===== config.mk =====
export PLATFORM = sky130hd
export DESIGN_NAME = vtc_pip_ctrl
export DESIGN_NICKNAME = d
export VERILOG_FILES = /design/src/rtl/vtc_pip_ctrl.sv
export SDC_FILE = /design/constraint.sdc
export NUM_CORES = 1
export LEC_CHECK = 0
export CORE_MARGIN = 3
export CORE_UTILIZATION = 35
export CTS_BUF_LIST = sky130_fd_sc_hd__clkbuf_2
export CTS_CLUSTER_SIZE = 24
export DETAILED_ROUTE_END_ITERATION = 10
export MAX_ROUTING_LAYER = met4
export PLACE_DENSITY_LB_ADDON = 0.12
export SLEW_MARGIN = 20
export SYNTH_ARGS = -nofsm -noshare
export SYNTH_HDL_FRONTEND = slang
export SYNTH_SLANG_ARGS = --single-unit

===== constraint.sdc =====
create_clock -name I_vtc_clk -period 2.85 [get_ports I_vtc_clk]
set_input_delay 0.4275 -clock I_vtc_clk [delete_from_list [all_inputs] [get_ports I_vtc_clk]]
set_output_delay 0.4275 -clock I_vtc_clk [all_outputs]
set_load 0.01 [all_outputs]

===== src/rtl/vtc_pip_ctrl.sv =====
// Picture-in-picture offset controller: clamps window-position requests and commits them on the vsync rising edge.
// Optional `PIP_BOUNCE_EN adds an autonomous bounce mode driven by I_bounce_on.
module vtc_pip_ctrl #(
  parameter int H_ActiveSize  = 1024,
  parameter int V_ActiveSize  = 600,
  parameter int H2_ActiveSize = 640,
  parameter int V2_ActiveSize = 480
`ifdef PIP_BOUNCE_EN
  ,
  parameter int STEP          = 2
`endif
) (
  input  logic        I_vtc_clk,
  input  logic        I_vtc_rstn,
  input  logic        I_vtc_vs,
  input  logic        I_req_valid,
  output logic        O_req_ready,
  input  logic [11:0] I_req_x,
  input  logic [11:0] I_req_y,
  output logic [11:0] O_vtc2_offset_x,
  output logic [11:0] O_vtc2_offset_y,
  output logic        O_update_done,
  output logic        O_busy
`ifdef PIP_BOUNCE_EN
  ,
  input  logic        I_bounce_on
`endif
);

  localparam logic [12:0] MAX_X = (H2_ActiveSize >= H_ActiveSize) ? 13'd0 :
                                  13'(H_ActiveSize - H2_ActiveSize);
  localparam logic [12:0] MAX_Y = (V2_ActiveSize >= V_ActiveSize) ? 13'd0 :
                                  13'(V_ActiveSize - V2_ActiveSize);

  typedef enum logic {IDLE, PEND} state_t;

  state_t      state_q, state_d;
  logic        vs_q;
  logic        frame_tick;
  logic [11:0] shadow_x_q, shadow_x_d;
  logic [11:0] shadow_y_q, shadow_y_d;
  logic [11:0] off_x_q, off_x_d;
  logic [11:0] off_y_q, off_y_d;
  logic        done_q, done_d;
  logic        accept;

  function automatic logic [11:0] clamp(input logic [11:0] v, input logic [12:0] lim);
    return ({1'b0, v} > lim) ? lim[11:0] : v;
  endfunction

`ifdef PIP_BOUNCE_EN
  localparam logic [12:0] STEP13 = 13'(STEP);

  logic dir_x_q, dir_x_d;
  logic dir_y_q, dir_y_d;
  logic bounce_active;

  // Returns {new_dir, new_pos}; dir 0 means increasing.
  function automatic logic [12:0] bounce_axis(input logic [11:0] pos, input logic dir,
                                              input logic [12:0] lim);
    logic [12:0] sum;
    logic [12:0] diff;
    sum  = {1'b0, pos} + STEP13;
    diff = {1'b0, pos} - STEP13;
    if (!dir) begin
      if (sum >= lim) return {1'b1, lim[11:0]};
      else            return {1'b0, sum[11:0]};
    end else begin
      if ({1'b0, pos} <= STEP13) return {1'b0, 12'd0};
      else                       return {1'b1, diff[11:0]};
    end
  endfunction

  assign bounce_active = I_bounce_on && (state_q == IDLE);
  assign O_req_ready   = (state_q == IDLE) && !I_bounce_on;
`else
  assign O_req_ready   = (state_q == IDLE);
`endif

  assign frame_tick      = I_vtc_vs & ~vs_q;
  assign accept          = I_req_valid & O_req_ready;
  assign O_busy          = (state_q == PEND);
  assign O_vtc2_offset_x = off_x_q;
  assign O_vtc2_offset_y = off_y_q;
  assign O_update_done   = done_q;

  // A commit only happens from PEND, so a request accepted on a tick waits for the next one.
  always_comb begin
    state_d    = state_q;
    shadow_x_d = shadow_x_q;
    shadow_y_d = shadow_y_q;
    off_x_d    = off_x_q;
    off_y_d    = off_y_q;
    done_d     = 1'b0;
`ifdef PIP_BOUNCE_EN
    dir_x_d    = dir_x_q;
    dir_y_d    = dir_y_q;
`endif
    case (state_q)
      IDLE: begin
        if (accept) begin
          shadow_x_d = clamp(I_req_x, MAX_X);
          shadow_y_d = clamp(I_req_y, MAX_Y);
          state_d    = PEND;
        end
`ifdef PIP_BOUNCE_EN
        if (bounce_active && frame_tick) begin
          {dir_x_d, off_x_d} = bounce_axis(off_x_q, dir_x_q, MAX_X);
          {dir_y_d, off_y_d} = bounce_axis(off_y_q, dir_y_q, MAX_Y);
        end
`endif
      end
      PEND: begin
        if (frame_tick) begin
          off_x_d = shadow_x_q;
          off_y_d = shadow_y_q;
          done_d  = 1'b1;
          state_d = IDLE;
        end
      end
      default: state_d = IDLE;
    endcase
  end

  always_ff @(posedge I_vtc_clk or negedge I_vtc_rstn) begin
    if (!I_vtc_rstn) begin
      state_q    <= IDLE;
      vs_q       <= 1'b0;
      shadow_x_q <= 12'd0;
      shadow_y_q <= 12'd0;
      off_x_q    <= 12'd0;
      off_y_q    <= 12'd0;
      done_q     <= 1'b0;
`ifdef PIP_BOUNCE_EN
      dir_x_q    <= 1'b0;
      dir_y_q    <= 1'b0;
`endif
    end else begin
      state_q    <= state_d;
      vs_q       <= I_vtc_vs;
      shadow_x_q <= shadow_x_d;
      shadow_y_q <= shadow_y_d;
      off_x_q    <= off_x_d;
      off_y_q    <= off_y_d;
      done_q     <= done_d;
`ifdef PIP_BOUNCE_EN
      dir_x_q    <= dir_x_d;
      dir_y_q    <= dir_y_d;
`endif
    end
  end

endmodule


# ---- After elaboration in Yosys (flattened, before gate mapping)
# Index checks and enable logic that the tools add are counted.
dict set report word_totals {
  register_bits 51
  in_bits 28
  out_inout_bits 27
}
dict set report op_classes {
  order_cmp 2
  mux 7
  bitwise_logic 4
  reduce_logical 2
}
# op n
set ops {}
lappend ops {{$mux 12} 2}
lappend ops {{$gt 12x7->1 const B} 1}
lappend ops {{$gt 12x9->1 const B} 1}
lappend ops {{$mux 1} 4}
lappend ops {{$reduce_and 2->1} 2}
lappend ops {{$and 1x1->1} 2}
lappend ops {{$not 1->1} 2}
lappend ops {{$pmux 1 s2} 1}

# ---- Longest topological paths before layout
dict set report depth {
  ltp_word 4
  mapped_depth 4
}

# ---- Worst setup path before layout
# OpenSTA, ideal clock, no wires.
dict set report synth_path {
  path_type {input to register}
  from {input I_req_x[10]}
  to {register shadow_x_q[7]}
  arrival_ns 1.198
  required_ns 2.729
  slack_ns 1.531
  path_stages 3
  path_buffers 0
  cell_sequence {or3_4 > or2_1 > o22a_1}
}
dict set report synth_between {
  elab_chain_len 2
}
# item line
set synth_rtl {}
lappend synth_rtl {{start: declaration} 18} ;# input logic [11:0] I_req_x,
lappend synth_rtl {{$gt 12x9->1} 48} ;# return ({1'b0, v} > lim) ? lim[11:0] : v;
lappend synth_rtl {{$mux 12} 48}
lappend synth_rtl {{end signal: assignment} 141} ;# shadow_x_q <= shadow_x_d;
lappend synth_rtl {{end: declaration} 40} ;# logic [11:0] shadow_x_q, shadow_x_d;
# Every way passes these cells.
# A chain may end at the register's enable or synchronous reset.

# ---- Worst setup path after layout
dict set report layout_path {
  from {register state_q, in the netlist O_busy}
  to {output O_busy}
}
# item line
set layout_rtl {}
lappend layout_rtl {{start: declaration} 37} ;# state_t state_q, state_d;
lappend layout_rtl {{start signal: assignment} 139} ;# state_q <= state_d;
lappend layout_rtl {{end: declaration} 23} ;# output logic O_busy
# No word-level cell between the ends.

==> key figures <==
Synth
  • Simple-gate share of the synthesized area: under 10%
  • Largest family of logic cells by synthesized area: multiplexers
  • Synth Instances: roughly 130
  • Yosys top cell by area: dfrtp_1
  • Syn_area_per_cell: 15.1 sq um
  • Cell area after synthesis: just under 0.002 sq mm
  • Mux cell area share after synthesis: approximately 14%
  • Syn_nets: 156
  • Ys Warns: 0
  • Sequential area share after synthesis: 66.2%
  • Post-Synth Adder-Cell Area: 0%
  • Synth Area in Compound Gates: 7.53%
  • XOR/XNOR Fraction of Synth Area: 0%
  • Top cells by area, synth: dfrtp_1, mux2_2, a22o_1, and2_1, nor2_1
  • #FFs+latches synth: 51
  • Cell variety after synth: 22
  • Top-area cell type share of the netlist area: 66.2%

Setup path
  • Critical Path RT: approximately 2.4 ns
  • R2R setup slack: 1.39 ns
  • Crit Path Class: register to output pin
  • Crit-path cells: clkdlybuf4s50_1
  • Slowest stage cell, crit path: clkdlybuf4s50_1
  • Critical Path Start: O_busy
  • FF-to-FF path depth: 3
  • Crit path max-delay family: buffers and inverters
  • Crit path largest cell delay: roughly 0.59 ns
  • R2R Path Start: O_busy
  • Buffers and inverters on the worst path: 1
  • Reg-to-reg endpoint: shadow_x_q[6]
  • Setup crit start kind: register
  • Critical path arrival: 1.54 ns
  • Crit end category: output pin
  • Worst-path fanout max: 6

Power and ir drop
  • Flop pwr share: 58.9%
  • Switching part of the total: 23.8%
  • Pint: between 900 and 1000 uW
  • NetSw: 312 uW
  • Clk network pwr share: 28.4%
  • Combinational fraction of design power: between 10% and 20%
  • VDD IR max: 0.000258 V
  • P_leak: between 0.001 and 0.0015 uW
  • Total power: 1310 uW
  • P per Cell Area: 505 mW/mm^2

Floorplan
  • Initial Utilization: between 30% and 40%
  • Die W: 80.2 um
  • Std cell rows: 26
  • Io pins: 55
  • Die area: ~0.0064 sq mm
  • Core area: 0.00520 sq mm
  • Die H: 80.2 um

Flow run
  • Max-Cap Viols: 0

Clock network
  • Clock Sinks: 51
  • Post-CTS Setup Bufs: 0
  • H-tree levels: 2
  • Cts bufs inserted: 5
  • CTS tree: built
  • Clk slew on worst S/H paths: between 0.2 and 0.3 ns
  • Root buffer cell: clkbuf_2
  • Post_cts resized: 0
  • CTS Buffer Depth: 2
  • Worst-Skew Late Latency: 0.44 ns

GRT
  • Vias in the first global route: 1241
  • Pin count of the biggest net entering global routing: 52
  • First-pass GRT wire length: 6.07 mm
  • Initial antenna violation count: 0
  • Overflow after GRT: 0
  • Global Route Usage Sum: between 10% and 20%

Timing
  • Setup Skew: 0.0360 ns
  • Total negative setup slack: 0 ns
  • RSZ-0062 raised after global routing: no
  • Slew Viols, Final: 0
  • Final Cycle Share: 68.9%
  • Fmax: about 0.5 GHz
  • Final setup violation count: 0
  • Worst Tran Pin Value: between 0.6 and 0.7 ns
  • Final hold violations: 0
  • Min cycle time layout: 1.96 ns
  • Rel. slew slack: 58.7%

Place
  • Post-DP Area: 0.00251 sq mm
  • Placed Cells: 247
  • RD Place Congestion: 0.697
  • Port Buffers: 54
  • HPWL Detailed: 2.58 mm

Finish
  • Layout area overhead: 34.7%
  • Layout cells sized above 1: 20.4%
  • Util after Layout: 49.9%
  • Filler cell count: 450
  • N_diodes: 0
  • Most frequent cells in the layout: clkdlybuf4s50_1, dfrtp_1, mux2_2
  • Final Net Count: 213
  • Non-Filler Instances: 256
  • Commonest non-fill, non-tap cell in the layout: clkdlybuf4s50_1
  • Final instance area: 0.00260 sq mm

Route
  • DRT iter0 DRCs: 28
  • Post-route antenna net violation count: 0
  • Average vias per placed instance: 4.61
  • Routed wire length per instance: 14.2 um
  • Routed Wire Length: 3.64 mm
  • DR DRC count: 0
  • Routed via count: 1179
  • TritonRoute pass-1 iters: 4

Outcome
  • Status: completed

Hold path
  • Hold crit path type: input port to async pin
==> logic make-up after synthesis <==
group	after synthesis
multiplexers	24
buffers and inverters	7
AO/OA/AOI/OAI	17
flip-flops	51
AND/OR/NAND/NOR	29
==> stage by stage <==
| step | setup WS, ns | hold slack (ns) |
|---|---|---|
| after floorplan | 1.53 | 0.132 |
| after global routing | 0.790 | 0.484 |
| after global placement | 1.00 | 0.463 |
| after CTS | 0.828 | 0.158 |
| after detailed placement | 0.957 | 0.471 |
| final | 0.885 | 0.502 |
==> final cells by class <==
cell class                      count  area, sq um  area share, %
Multi-Input combinational cell     70          608           23.4
Timing Repair Buffer               55          548           21.1
Clock inverter                      3         43.8           1.69
Inverter                            2         7.51          0.289
Tap cell                           70         87.6           3.37
Sequential cell                    51         1280           49.2
Clock buffer                        5         25.0          0.964
==> synth_stat cells <==
library cell and instances:
a211oi_4 1, a21oi_1 4, a22o_1 10, and2_1 8
and3_1 3, buf_2 2, buf_6 2, clkbuf_1 1
dfrtp_1 51, inv_1 2, mux2_1 1, mux2_2 23
nand2b_4 1, nand3b_4 1, nand4_1 1, nor2_1 10
nor2_4 1, nor2b_1 1, o22a_1 2, or2_1 1
or3_4 1, or4_4 1
==> power by group through the flow <==
stage	registers [uW]	logic, uW	clock network (uW)
finish	772	168	372
global route	777	181	416
CTS	773	170	390
global placement	783	166	0
detailed placement	785	169	0
floorplan	789	59.3	0
==> how the worst max path moves through the flow <==
stage | cells after the start | end
2_1_floorplan | 3 | shadow_x_q[7]
3_3_place_gp | 4 | shadow_y_q[1]
3_5_place_dp | 4 | shadow_y_q[1]
4_1_cts | 1 | O_busy
5_1_grt | 2 | O_req_ready
6_report | 1 | O_busy
==> metal layers <==
metal  vias up  GRT usage, %  wire (um)
li1        563             -          -
met1       570          16.3       1660
met2        39          19.3       1720
met3         7          3.81        208
met4         0          4.56         59
met5         -             -          0
==> state kept, by name (all words and copies together), names as in the netlist <==
signal	cells
vs_q	1
O_update_done	1
shadow_x_q	12
O_vtc2_offset_y	12
O_vtc2_offset_x	12
shadow_y_q	12
O_busy	1
==> timing repair <==
action	4_1_cts	5_1_grt
hold buffers	0	1
endpoints found under the setup margin	0	0
endpoints found under the hold margin	0	41
(Power assumes the default switching activity.)
